**config.mk**
```make
export PLATFORM = sky130hd
export DESIGN_NAME = if_id_fetch_stage
export DESIGN_NICKNAME = d
export VERILOG_FILES = /design/src/rtl/if_id_fetch_stage.sv
export SDC_FILE = /design/constraint.sdc
export NUM_CORES = 1
export LEC_CHECK = 0
export BUFFER_PORTS_ARGS = -buffer_cell sky130_fd_sc_hd__buf_2
export CORE_MARGIN = 5
export CORE_UTILIZATION = 40
export CTS_BUF_LIST = sky130_fd_sc_hd__clkbuf_4
export CTS_CLUSTER_DIAMETER = 60
export DETAILED_ROUTE_END_ITERATION = 10
export MAX_ROUTING_LAYER = met4
export PLACE_DENSITY_LB_ADDON = 0.1
export SLEW_MARGIN = 20
export SYNTH_ARGS = -nofsm -noshare
export SYNTH_HDL_FRONTEND = slang
export SYNTH_SLANG_ARGS = --single-unit
```
**constraint.sdc**
```tcl
create_clock -name clk -period 2.7 [get_ports clk]
set_input_delay 0.54 -clock clk [delete_from_list [all_inputs] [get_ports clk]]
set_output_delay 0.54 -clock clk [all_outputs]
set_load 0.01 [all_outputs]
```
**src/rtl/if_id_fetch_stage.sv**
```systemverilog
// ---------------------------------------------------------------------------
// if_id_fetch_stage
//
// Instruction-fetch stage of a classic in-order pipeline: the PC register,
// the instruction-memory address and the IF/ID pipeline register. Saturating
// stall and flush event counters are kept for performance debug.
//
// Ports
//   clk           rising-edge clock
//   rst_n         asynchronous active-low reset
//   stall         load-use stall: hold PC and IF/ID
//   flush         bubble IF/ID without redirecting the PC
//   branch_taken  redirect the PC to branch_target (also bubbles IF/ID)
//   branch_target redirect address; the low two bits are ignored
//   imem_addr     instruction-memory address (the current PC)
//   imem_rdata    instruction word, combinational read of imem_addr
//   if_id_pc      PC of the instruction held in IF/ID
//   if_id_instr   instruction held in IF/ID
//   if_id_valid   IF/ID holds a real instruction
//   if_id_rs1     instr[19:15] when valid, else 0
//   if_id_rs2     instr[24:20] when valid, else 0
//   stall_cnt     saturating count of edges with a stall applied
//   flush_cnt     saturating count of edges with flush or branch_taken
// ---------------------------------------------------------------------------
module if_id_fetch_stage #(
   parameter int          XLEN      = 32,
   parameter logic [31:0] RESET_PC  = 32'h0000_0000,
   parameter logic [31:0] NOP_INSTR = 32'h0000_0013,
   parameter int          CNT_W     = 16
) (
   input  logic             clk,
   input  logic             rst_n,
   input  logic             stall,
   input  logic             flush,
   input  logic             branch_taken,
   input  logic [XLEN-1:0]  branch_target,
   output logic [XLEN-1:0]  imem_addr,
   input  logic [XLEN-1:0]  imem_rdata,
   output logic [XLEN-1:0]  if_id_pc,
   output logic [XLEN-1:0]  if_id_instr,
   output logic             if_id_valid,
   output logic [4:0]       if_id_rs1,
   output logic [4:0]       if_id_rs2,
   output logic [CNT_W-1:0] stall_cnt,
   output logic [CNT_W-1:0] flush_cnt
);

   logic [XLEN-1:0] pc;
   logic [XLEN-1:0] pc_next;
   logic            bubble;
   logic            stall_event;

   // A redirect overrides a stall; a plain flush only kills IF/ID.
   assign bubble      = branch_taken | flush;
   assign stall_event = stall & ~branch_taken;

   // NOTE: every variable driven in always_comb gets a default first, so no
   // path through the block can leave it unassigned and infer a latch.
   always_comb begin
      pc_next = pc + XLEN'(4);
      if (branch_taken) begin
         // Force word alignment of the redirect target.
         pc_next = branch_target & ~XLEN'(3);
      end else if (stall) begin
         pc_next = pc;
      end
   end

   // NOTE: state registers use non-blocking assignments so every flop samples
   // the pre-edge values, independent of statement order.
   // NOTE: reset is asynchronous; all state, including the counters, returns
   // to known values as soon as rst_n falls, without waiting for a clock edge.
   always_ff @(posedge clk or negedge rst_n) begin
      if (!rst_n) begin
         pc <= RESET_PC[XLEN-1:0];
      end else begin
         pc <= pc_next;
      end
   end

   always_ff @(posedge clk or negedge rst_n) begin
      if (!rst_n) begin
         if_id_pc    <= '0;
         if_id_instr <= NOP_INSTR[XLEN-1:0];
         if_id_valid <= 1'b0;
      end else if (bubble) begin
         // Bubble wins over stall; the PC field still tracks the fetch PC.
         if_id_pc    <= pc;
         if_id_instr <= NOP_INSTR[XLEN-1:0];
         if_id_valid <= 1'b0;
      end else if (!stall) begin
         if_id_pc    <= pc;
         if_id_instr <= imem_rdata;
         if_id_valid <= 1'b1;
      end
   end

   // Saturating event counters: hold at all-ones instead of wrapping.
   always_ff @(posedge clk or negedge rst_n) begin
      if (!rst_n) begin
         stall_cnt <= '0;
         flush_cnt <= '0;
      end else begin
         if (stall_event && (stall_cnt != '1)) begin
            stall_cnt <= stall_cnt + CNT_W'(1);
         end
         if (bubble && (flush_cnt != '1)) begin
            flush_cnt <= flush_cnt + CNT_W'(1);
         end
      end
   end

   assign imem_addr = pc;

   // Bubbles report x0 so they never match a nonzero destination register.
   assign if_id_rs1 = if_id_valid ? if_id_instr[19:15] : 5'd0;
   assign if_id_rs2 = if_id_valid ? if_id_instr[24:20] : 5'd0;

endmodule

```
==> impl_metrics.py <==
metrics = {
    "run_status": {
        "status": "complete, no violations",
    },
    "clock_tree": {
        "cts_max_level": 4,
        "cts_resized": 0,
        "cts_tree": "built",
        "clkTransAtPathRegs_ns": 0.10,
        "root_buffer": "clkbuf_4",
        "cts_setup_buffers": 0,
        "cts_hold_buf": 1,
        "cts_made_buffers": 17,
        "clock_latency_ns": 0.53,
        "cts_num_sinks": 125,
        "cts_buffer_depth": 2,
    },
    "floorplanning": {
        "die_h_um": 131.0,
        "start_util_pct": 40.61,
        "rows": 44,
        "io_pins": 208,
        "dieArea_sq_mm": 0.01716,
        "fp.dieW_um": 131.0,
        "fp.coreArea_sq_mm": 0.01442,
    },
    "yosys": {
        "ys.flop_type": "dfrtp_1",
        "yosysSeqAreaShare_pct": 53.46,
        "synth_edf_count": 0,
        "synth_warnings": 0,
        "synth_area_sq_mm": 0.005858,
        "async_reset_ff_share_pct": 100.0,
        "synth_most_common_cell": "dfrtp_1",
        "synth_area_leaders": "dfrtp_1 (52%), mux2i_1 (6.2%), mux2_2 (5.4%)",
        "syn_area_per_cell_sq_um": 10.79,
        "yosysTopAreaCell": "dfrtp_1",
        "synth_top_cell_area_share_pct": 52.11,
        "synth_cells": 543,
        "synth_seq_cells": 125,
        "yosys-top-cells-count": "dfrtp_1 (122), nor2_1 (56), nand2_1 (40)",
        "ys_types": 47,
    },
    "layout": {
        "drive_gt1_share_pct": 36.87,
        "area_delta_synth_final_pct": 23.71,
        "final_nets": 815,
        "n_fill_cell": 1396,
        "final_util_pct": 50.24,
    },
    "timing": {
        "worstMarginPinSlew_ns": 0.6019,
        "fin_ws_ns": 0.5679,
        "finalCriticalPeriod_ns": 2.132,
        "whs_ns": 0.2177,
        "finClkSkew_ns": 0.01372,
        "hold_viol": 0,
        "max-slew-margin-rel_pct": 59.87,
        "setup-tns-final_ns": 0,
        "drv_slew": 0,
        "final-setup-viol-count": 0,
        "finalCritPeriodShare_pct": 78.97,
        "fmax_ghz": 0.4690,
        "rsz0062_at_grt": "false",
    },
    "power_and_ir_drop": {
        "peakVddDrop_mv": 0.3157,
        "powerDensity_mw_per_mm2": 593.8,
        "p_leak_nw": 3.515,
    },
    "detailed_routing": {
        "dr_total_vias": 4888,
        "routed_wl_um": 15310,
        "first_pass_iters": 4,
        "initialDrtViolationCount": 206,
        "drc": 0,
        "ant_nets": 0,
        "wire_per_inst_um": 16.29,
        "viasPerCell": 5.200,
    },
    "setup_path": {
        "worstSetupPathType": "flip-flop to flip-flop",
        "worstPathArrival_ns": 2.59,
        "reg2reg_slack_ns": 0.57,
        "end_kind": "flip-flop",
        "path_max_fanout": 12,
        "required_ns": 3.15,
        "cp-start-kind": "flip-flop",
    },
    "placement": {
        "io_buffer_count": 201,
        "dp_slack_ns": 0.3581,
        "dp_hpwl_um": 11290,
        "gp_congestion": 0.8762,
    },
    "global_routing": {
        "grt_max_degree": 73,
        "grt_overflow_total": 0,
        "grt_pass1_wl_um": 24280,
        "grt_pass1_vias": 4843,
        "antenna_found_initial": 2,
        "grt_usage_pct": 18.70,
    },
    "hold_path": {
        "hold_path.class": "primary input to flip-flop",
    },
    "job": {
        "cap_violations": 0,
    },
}
-- cells in the final DEF, fill, tap and decap left out, types with 12 or more instances in the layout --
cell	Yosys	final
and2_1	12	12
nor2_1	56	56
nand3_1	18	18
or4_1	15	15
nand2_1	40	40
clkbuf_4	0	20
o31ai_1	12	12
xnor2_1	18	18
buf_2	4	200
xor2_1	16	16
a31oi_1	16	16
nand4_1	17	17
o21ai_0	22	22
mux2i_1	36	36
dfrtp_1	122	122
mux2_2	28	28
-- routing by layer --
layer | up-vias | share of wire [%] | GRT usage (%)
met2 | 170 | 47 | 28.73
met3 | 26 | 7.4 | 5.610
met4 | 0 | 1.6 | 6.836
li1 | 2335 | - | -
met5 | - | 0 | -
met1 | 2357 | 44 | 23.44
-- metrics by stage --
stage,total power [mW],area [sq um],cells
2_1_floorplan,2.864,5869,546
3_5_place_dp,3.328,7029,907
6_report,4.303,7247,940
3_3_place_gp,3.296,7029,907
5_1_grt,4.590,7247,940
4_1_cts,4.383,7242,938
-- sequential cells by signal, indices dropped and copies added, names as in the netlist --
signal / flops
flush_cnt: 16
if_id_instr: 32
if_id_pc: 30
if_id_valid: 1
imem_addr: 30
stall_cnt: 16
-- report_power, final --
part	switching, mW	internal, mW	leakage [nW]
sequential	0.268	2.09	1.54
combinational	0.487	0.429	1.85
clock	0.661	0.368	0.127
total	1.42	2.89	3.52
-- cell type report --
cell class	count	area (sq um)	area share (%)
antenna	2	5.005	0.06906
clock inverter	10	52.55	0.7251
timing repair buffer	211	1099	15.16
sequential	125	3132	43.21
clock buffer	20	150.1	2.072
inverter	11	41.29	0.5698
multi-input combinational	377	2537	35.01
tap	184	230.2	3.177
-- worst paths after layout --
kind                                   from             to  cells after the start
hold reg to reg                if_id_pc[24]   if_id_pc[24]                      1
min in group asynchronous             rst_n   if_id_pc[26]                      2
max in group asynchronous             rst_n  imem_addr[15]                      3
hold / removal             branch_target[5]   imem_addr[5]                      3
setup / recovery              imem_addr[10]  imem_addr[28]                      4
setup reg to reg              imem_addr[10]  imem_addr[28]                      4
-- logic make-up after synthesis --
group / synth area share (%)
buffers and inverters: 3.417
other: 0.06401
muxes: 11.53
DFF: 53.46
and+or+nand+nor: 18.56
xor gates and xnor gates: 5.083
AOI/OAI and AO/OA: 7.241
adders and majority gates: 0.6408
-- worst max-delay path, stage by stage, from the launching register on --
cell     delay [ns]
dfrtp_1        0.46
nand3_1        0.20
or4_1          0.71
or4_1          0.52
a31oi_1        0.18
(Power assumes the default switching activity.)
